File: config.mk
export PLATFORM = sky130hd
export DESIGN_NAME = booth_divider
export DESIGN_NICKNAME = d
export VERILOG_FILES = /design/src/rtl/booth_div_pkg.sv /design/src/rtl/booth_divider_div_step.sv /design/src/rtl/booth_divider.sv
export SDC_FILE = /design/constraint.sdc
export NUM_CORES = 1
export LEC_CHECK = 0
export CAP_MARGIN = 5
export CORE_UTILIZATION = 55
export CTS_BUF_LIST = sky130_fd_sc_hd__clkbuf_8
export CTS_CLUSTER_SIZE = 14
export DETAILED_ROUTE_END_ITERATION = 7
export GPL_TIMING_DRIVEN = 0
export PLACE_DENSITY_LB_ADDON = 0.2
export SETUP_SLACK_MARGIN = 0.5
export SYNTH_ARGS = -nofsm -noshare
export SYNTH_HDL_FRONTEND = slang
export SYNTH_SLANG_ARGS = --single-unit
File: constraint.sdc
create_clock -name clk -period 4.2 [get_ports clk]
set_input_delay 1.26 -clock clk [delete_from_list [all_inputs] [get_ports clk]]
set_output_delay 1.26 -clock clk [all_outputs]
set_load 0.02 [all_outputs]
File: src/rtl/booth_div_pkg.sv
// Shared types and helpers for the sequential signed divider.
package booth_div_pkg;

    typedef enum logic [1:0] {IDLE, CALC, DONE} state_t;

    localparam int DIV_N = 4;
    localparam int CNT_W = $clog2(DIV_N + 1);

    // Callers sign-extend into 65 bits so the most-negative input still has an exact magnitude.
    function automatic logic [64:0] abs_u(input logic signed [64:0] v);
        return v[64] ? -v : v;
    endfunction

endpackage

File: src/rtl/booth_divider_div_step.sv
// One restoring-division step: trial-subtract the divisor magnitude from the partial remainder.
module div_step #(
    parameter int N = 4
) (
    input  logic [N:0]   part,
    input  logic [N-1:0] div_b,
    output logic [N-1:0] rem_next,
    output logic         q_bit
);

    assign q_bit    = (part >= {1'b0, div_b});
    // The low N bits of the difference are exact whenever the subtraction is kept.
    assign rem_next = q_bit ? (part[N-1:0] - div_b) : part[N-1:0];

endmodule

File: src/rtl/booth_divider.sv
// Sequential signed divider: 2N-bit dividend / N-bit divisor, truncating toward zero.
module booth_divider
    import booth_div_pkg::*;
#(
    parameter int N = DIV_N
) (
    input  logic           clk,
    input  logic           reset,
    input  logic           start,
    input  logic [2*N-1:0] A,
    input  logic [N-1:0]   B,
    output logic           busy,
    output logic           valid,
    output logic [N-1:0]   Q,
    output logic [N-1:0]   R,
    output logic           ovf,
    output logic           dz,
    output logic [1:0]     dbg_state
);

    localparam int CW = $clog2(N + 1);
    localparam logic [N-1:0] Q_MIN_MAG = {1'b1, {(N-1){1'b0}}};

    // Handshake: start is sampled only in IDLE; valid is a one-cycle pulse, and a start
    // seen while busy or during the valid cycle is dropped, never queued.
    state_t state, state_next;

    logic [2*N-1:0] abs_a;
    logic [N-1:0]   abs_b;
    logic [N-1:0]   rem, quo, mag_b;
    logic [CW-1:0]  cnt;
    logic           sign_q, sign_r, dz_l, pre_ovf;
    logic [N-1:0]   step_rem;
    logic           step_bit;
    logic           ovf_c;

    assign abs_a = (2*N)'(abs_u(65'($signed(A))));
    assign abs_b = N'(abs_u(65'($signed(B))));
    assign dbg_state = state;

    div_step #(.N(N)) u_step (
        .part     ({rem, quo[N-1]}),
        .div_b    (mag_b),
        .rem_next (step_rem),
        .q_bit    (step_bit)
    );

    // A negative quotient may reach magnitude 2^(N-1); a positive one may not.
    assign ovf_c = pre_ovf | (!sign_q & quo[N-1]) | (sign_q & (quo > Q_MIN_MAG));

    always_ff @(posedge clk) begin
        if (reset) state <= IDLE;
        else       state <= state_next;
    end

    always_comb begin
        state_next = state;
        case (state)
            IDLE:    if (start) state_next = CALC;
            CALC:    if (cnt == CW'(1)) state_next = DONE;
            DONE:    if (valid) state_next = IDLE;
            default: state_next = IDLE;
        endcase
    end

    always_ff @(posedge clk) begin
        if (reset) begin
            rem <= '0; quo <= '0; mag_b <= '0; cnt <= '0;
            sign_q <= 1'b0; sign_r <= 1'b0; dz_l <= 1'b0; pre_ovf <= 1'b0;
            Q <= '0; R <= '0; ovf <= 1'b0; dz <= 1'b0;
            valid <= 1'b0; busy <= 1'b0;
        end else begin
            case (state)
                IDLE: begin
                    valid <= 1'b0;
                    busy  <= 1'b0;
                    if (start) begin
                        rem     <= abs_a[2*N-1:N];
                        quo     <= abs_a[N-1:0];
                        mag_b   <= abs_b;
                        sign_q  <= A[2*N-1] ^ B[N-1];
                        sign_r  <= A[2*N-1];
                        dz_l    <= (B == '0);
                        pre_ovf <= (abs_a[2*N-1:N] >= abs_b);
                        cnt     <= CW'(N);
                    end
                end
                CALC: begin
                    busy <= 1'b1;
                    rem  <= step_rem;
                    quo  <= {quo[N-2:0], step_bit};
                    cnt  <= cnt - CW'(1);
                end
                DONE: begin
                    if (!valid) begin
                        valid <= 1'b1;
                        busy  <= 1'b1;
                        dz    <= dz_l;
                        if (dz_l || ovf_c) begin
                            Q   <= '0;
                            R   <= '0;
                            ovf <= !dz_l;
                        end else begin
                            Q   <= sign_q ? -quo : quo;
                            R   <= sign_r ? -rem : rem;
                            ovf <= 1'b0;
                        end
                    end else begin
                        valid <= 1'b0;
                        busy  <= 1'b0;
                    end
                end
                default: begin
                    valid <= 1'b0;
                    busy  <= 1'b0;
                end
            endcase
        end
    end

endmodule
# Word-level counts from Yosys, hierarchy flattened
# Cells that the tools add are included.
totals:
  reg_bits: 33
  inputBits: 15
  output_inout_bits: 14
  wordCells: 67
op_classes:
  addsub: 6
  order_cmp: 3
  n_eq_ne: 6
  muxes: 21
  bitwise_logic: 6
  reduce_logical: 10
ops:
  columns: ["cell", "count"]
  rows:
  - ["$mux 4", 8]
  - ["$pmux 4 s2", 2]
  - ["$neg 4->4", 3]
  - ["$mux 8", 1]
  - ["$neg 8->8", 1]
  - ["$mux 2", 3]
  - ["$ne 2x2->1 const B", 3]
  - ["$pmux 2 s3", 1]
  - ["$pmux 3 s2", 1]
  - ["$reduce_and 2->1", 3]
  - ["$ge 5x4->1", 1]
  - ["$ge 4x4->1", 1]
  - ["$gt 4x4->1 const B", 1]
  - ["$logic_not 4->1", 1]
  - ["$pmux 1 s2", 2]
  - ["$sub 4x4->4", 1]
  - ["$eq 3x1->1 const B", 1]
  - ["$mux 3", 1]
  - ["$reduce_and 3->1", 1]
  - ["$sub 3x1->3 const B", 1]
  - ["$and 1x1->1", 2]
  - ["$eq 2x1->1 const B", 1]
  - ["$eq 2x2->1 const B", 1]
  - ["$logic_not 1->1", 2]
  - ["other kinds (7)", 9]

# Logic depth before layout (Yosys ltp)
logic_depth:
  depth_word: 6
  ltp_mapped: 10
  ltp_nobuf: 10

# Cells and area by module
# Synthesis repeated with hierarchy kept, for this count alone.
hier_totals:
  cells_unflattened: 244
  hier_area_um2: 2031.9
by_module_without_submodules:
  columns: ["mod", "instances", "cells_each", "area_per_inst_um2"]
  rows:
  - ["booth_divider", 1, 216, 1808.0]
  - ["div_step", 1, 28, 224.0]

# Worst setup path before layout
# No wires, ideal clock.
synth_timing:
  path_kind: "input-to-reg"
  from: "input A[0]"
  to: "register pre_ovf"
  setup_time_ns: 0.134
  arrival_time_ns: 2.524
  required_time_ns: 4.066
  setup_slack_ns: 1.542
  cell_stages: 10
  path_buffers: 0
  cell_sequence: "inv_1 > ha_1 > a21boi_1 > xnor2_1 > ha_1 > nand2b_1 > a21oi_1 > nor2b_1 > o21ai_0 > a211oi_1"
synth_via:
  elab_chain_cells: 3
synth_lines:
  columns: ["item", "line_no", "rtl"]
  rows:
  - ["start: declaration", "booth_divider.sv:10", "input logic [2*N-1:0] A,"]
  - ["$neg 8->8", "booth_div_pkg.sv:11", "return v[64] ? -v : v;"]
  - ["$mux 8", "booth_div_pkg.sv:11", null]
  - ["$ge 4x4->1", "booth_divider.sv:84", "pre_ovf <= (abs_a[2*N-1:N] >= abs_b);"]
  - ["end signal: assignment", "booth_divider.sv:84", null]
  - ["end: declaration", "booth_divider.sv:32", "logic sign_q, sign_r, dz_l, pre_ovf;"]
# Every way passes these cells.
# A chain may end at the register's enable or synchronous reset.

# Worst setup path after layout
# Ends and elaborated chain as after synthesis.

==> results.sh <==
export IMPL_status="complete, no violations"
export IMPL_fmax_mhz=317
export IMPL_grt_pass1_wl_um=7540
export IMPL_crit_top_cell="ha_1"
export IMPL_internal_power_mw=0.819
export IMPL_synth_nets=279
export IMPL_pwr_share_seq_pct=32.3
export IMPL_die_h_um=62.7
export IMPL_hold_path_cell_count=2
export IMPL_crit_fanout=4
export IMPL_hp_class="reg -> reg"
export IMPL_drv_slew=0
export IMPL_fin_crit_sh_pct=75.2
export IMPL_finalInstanceArea_sq_um=2430
export IMPL_fillCellCount=288
export IMPL_htreeDepth=2
export IMPL_grt_max_degree=12
export IMPL_clk_latency_ns=0.29
export IMPL_ys_flop_type="dfxtp_1"
export IMPL_power_switching_mw=0.593
export IMPL_startpoint_type="input port"
export IMPL_drt_iter0_drc=87
export IMPL_async_reset_ff_share_pct=0
export IMPL_slowest_stage="clkdlybuf4s50_1"
export IMPL_clk_pin_slew_ns=0.07
export IMPL_r2r_setup_slack_ns=2.23
export IMPL_synth_seq_cells=33
export IMPL_synth_edf_count=0
export IMPL_yosysSeqAreaShare_pct=32.7
export IMPL_syn_area_sq_um=2020
export IMPL_setup_violations=0
export IMPL_track_usage_pct=24.6
export IMPL_cts_buffers=5
export IMPL_initial_core_util_pct=58.8
export IMPL_core_area_sq_um=3440
export IMPL_die_w_um=62.7
export IMPL_holdWs_ns=0.464
export IMPL_max_slew_worst_pin_slew_ns=0.654
export IMPL_cp_num_buf_inv=2
export IMPL_portBuffers=26
export IMPL_postPlaceCellArea_sq_um=2340
export IMPL_setup_tns_ns=0
export IMPL_drt_antenna_violating_nets=0
export IMPL_n_antenna_cell=0
export IMPL_rr_startpoint="dbg_state[1]$_SDFFE_PP0P_"
export IMPL_wl_um=4390
export IMPL_worstPathCellList="clkdlybuf4s50_1 > inv_1 > ha_1 > a21boi_1 > xnor2_1 > ha_1 > nand2b_1 > a21oi_1 > nor2b_1 > o21ai_0 > a211oi_1"
export IMPL_globalplace_congestion=0.851
export IMPL_crit_required_ns=4.35
export IMPL_dr_pass1_iters=4
export IMPL_min_to="cnt[1]$_SDFFE_PP0P_"
export IMPL_clkPwrFrac_pct=16.5
export IMPL_worstPathArrival_ns=3.31
export IMPL_pwr_density_cell_nw_per_um2=582
export IMPL_synth_compound_area_share_pct=18.2
export IMPL_finClkSkew_ns=0.00533
export IMPL_ys_warn_count=0
export IMPL_r2r_end="quo[2]$_SDFFE_PP0P_"
export IMPL_hold_viol_final=0
export IMPL_maxSlewHeadroom_pct=55.9
export IMPL_synth_distinct_cells=44
export IMPL_ios=29
export IMPL_syn_to_final_growth_pct=20.0
export IMPL_min_period_ns=3.16
export IMPL_vias=1818
export IMPL_max_stage_delay_ns=0.54
export IMPL_grt_pass1_vias=1695
export IMPL_die_area_sq_um=3930
export IMPL_clockRootBuffer="clkbuf_8"
export IMPL_power_share_combinational_pct=51.2
export IMPL_drc=0
export IMPL_ir_worst_vdd_mv=0.258
export IMPL_cts_hold_fix_buffers=0
export IMPL_routed_via_density=5.58
export IMPL_cts_tree="built"
export IMPL_critPathTopFamily="buffers and inverters"
export IMPL_synthCells=246
export IMPL_leakagePower_nw=0.947
export IMPL_rsz0062_at_grt="no"
export IMPL_cts_sinks=33
export IMPL_synth_top_family_by_area="simple AND/OR/NAND/NOR gates"
export IMPL_instances_no_fill=326
export IMPL_num_rows=21
export IMPL_drive_gt1_share_pct=6.79
export IMPL_synthMuxAreaShare_pct=4.02
export IMPL_yosys_area_share_simple_pct=22.1
export IMPL_worstHoldStart="cnt[1]$_SDFFE_PP0P_"
export IMPL_post_cts_resized=0
export IMPL_rr_worst_depth=7
export IMPL_path_class="in -> reg"
export IMPL_drv_cap=0
export IMPL_syn_avg_cell_area_sq_um=8.22
export IMPL_hpwl_um=3420
export IMPL_wl_per_cell_um=13.5
export IMPL_antenna_found_initial=0
export IMPL_endpoint_kind="register"
export IMPL_nNetsFinal=312
export IMPL_cts_buffer_depth=2
export IMPL_postCtsSetupBuffers=0
export IMPL_place_inst=318
export IMPL_switching_share_pct=42.0
export IMPL_grt_ovfl_total=0
export IMPL_synthAdderAreaFrac_pct=11.5
export IMPL_synth_xor_xnor_area_share_pct=5.19
-- metal layers --
layer	share of wire [%]	GRT usage (%)	vias up
met2	48	41.6	49
met4	2.9	12.5	0
met5	0	0	-
met3	3.7	5.84	12
met1	46	28.7	844
li1	-	-	913
-- sequential cells by signal (all words and copies together), names as in the netlist --
name and cells:
dz 1, valid 1, pre_ovf 1, ovf 1
dz_l 1, rem 4, sign_r 1, cnt 3
sign_q 1, quo 4, dbg_state 2, busy 1
mag_b 4, Q 4, R 4
-- Yosys cell counts, types with 2 or more instances --
| master | count | area, sq um |
|---|---|---|
| mux2i_1 | 7 | 70.1 |
| o21ai_0 | 10 | 50.1 |
| nand3b_1 | 3 | 22.5 |
| nor2b_1 | 6 | 37.5 |
| o21ai_1 | 2 | 10.0 |
| a22oi_1 | 9 | 67.6 |
| ha_1 | 17 | 213 |
| nand3_1 | 2 | 10.0 |
| inv_1 | 20 | 75.1 |
| xor2_1 | 3 | 26.3 |
| o2bb2ai_1 | 2 | 17.5 |
| buf_2 | 2 | 10.0 |
| a211oi_1 | 7 | 52.6 |
| a31oi_1 | 2 | 12.5 |
| nand2_1 | 15 | 56.3 |
| a21oi_1 | 16 | 80.1 |
| clkbuf_1 | 8 | 30.0 |
| o31ai_1 | 4 | 30.0 |
| nor2_1 | 36 | 135 |
| nor4_1 | 2 | 12.5 |
| nand2b_1 | 5 | 31.3 |
| dfxtp_1 | 33 | 661 |
| a21boi_1 | 3 | 22.5 |
| xnor2_1 | 9 | 78.8 |
| nor3_1 | 4 | 20.0 |
-- how the worst max path moves through the flow --
stage | start | to | slack [ns] | depth (start not counted)
6_report | A[0] | pre_ovf$_SDFFE_PP0P_ | 1.04 | 11
5_1_grt | A[0] | pre_ovf$_SDFFE_PP0P_ | 0.94 | 11
4_1_cts | A[0] | pre_ovf$_SDFFE_PP0P_ | 1.04 | 11
3_5_place_dp | A[0] | pre_ovf$_SDFFE_PP0P_ | 0.74 | 11
3_3_place_gp | A[0] | pre_ovf$_SDFFE_PP0P_ | 0.79 | 11
2_1_floorplan | A[0] | pre_ovf$_SDFFE_PP0P_ | 1.54 | 10
-- through the flow --
stage               total power, mW  utilization [%]  worst slack (ns)
floorplan                     0.995                -              1.54
global placement               1.16             68.0             0.790
detailed placement             1.18             68.0             0.741
CTS                            1.41             70.5              1.04
global route                   1.51             70.5             0.937
finish                         1.41             70.5              1.04
-- power groups by stage --
stage | logic, mW | clock network (mW) | registers (mW)
2_1_floorplan | 0.526 | 0 | 0.469
3_3_place_gp | 0.699 | 0 | 0.460
3_5_place_dp | 0.716 | 0 | 0.462
4_1_cts | 0.722 | 0.238 | 0.455
5_1_grt | 0.791 | 0.251 | 0.466
6_report | 0.723 | 0.232 | 0.457
-- tightest hold or removal path: stages, from the launching register on --
cell	delay [ns]
dfxtp_1	0.31
nand2_1	0.05
a21oi_1	0.05
-- cells by family (layout without fill, tap and decap cells) --
| group | count (synthesis) | after routing |
|---|---|---|
| AO/OA/AOI/OAI | 58 | 58 |
| XOR/XNOR | 12 | 12 |
| adder cells (fa/ha/maj) | 18 | 18 |
| buffers and inverters | 31 | 65 |
| flip-flops | 33 | 33 |
| multiplexers | 8 | 8 |
| AND/OR/NAND/NOR | 86 | 86 |
-- area by class of cell --
class / instances / area [sq um] / share of cell area (%)
Tap cell: 46 / 57.6 / 2.37
Multi-Input combinational cell: 182 / 1240 / 50.9
Timing Repair Buffer: 26 / 260 / 10.7
Clock buffer: 5 / 68.8 / 2.84
Buffer: 11 / 51.3 / 2.11
Inverter: 20 / 75.1 / 3.09
Clock inverter: 3 / 17.5 / 0.722
Sequential cell: 33 / 661 / 27.2
-- placed cells by master (no fill, tap or decap), types with 3 or more instances in the layout --
master / synthesis / final
clkbuf_1: 8 / 8
nor2b_1: 6 / 6
nand2b_1: 5 / 5
clkdlybuf4s50_1: 0 / 26
a21boi_1: 3 / 3
mux2i_1: 7 / 7
nand3b_1: 3 / 3
dfxtp_1: 33 / 33
ha_1: 17 / 17
inv_1: 20 / 20
a21oi_1: 16 / 16
o21ai_0: 10 / 10
o31ai_1: 4 / 4
clkbuf_8: 0 / 5
xnor2_1: 9 / 9
a22oi_1: 9 / 9
nor3_1: 4 / 4
a211oi_1: 7 / 7
xor2_1: 3 / 3
nand2_1: 15 / 15
nor2_1: 36 / 36
No activity file was read; power rests on OpenSTA's default activity.
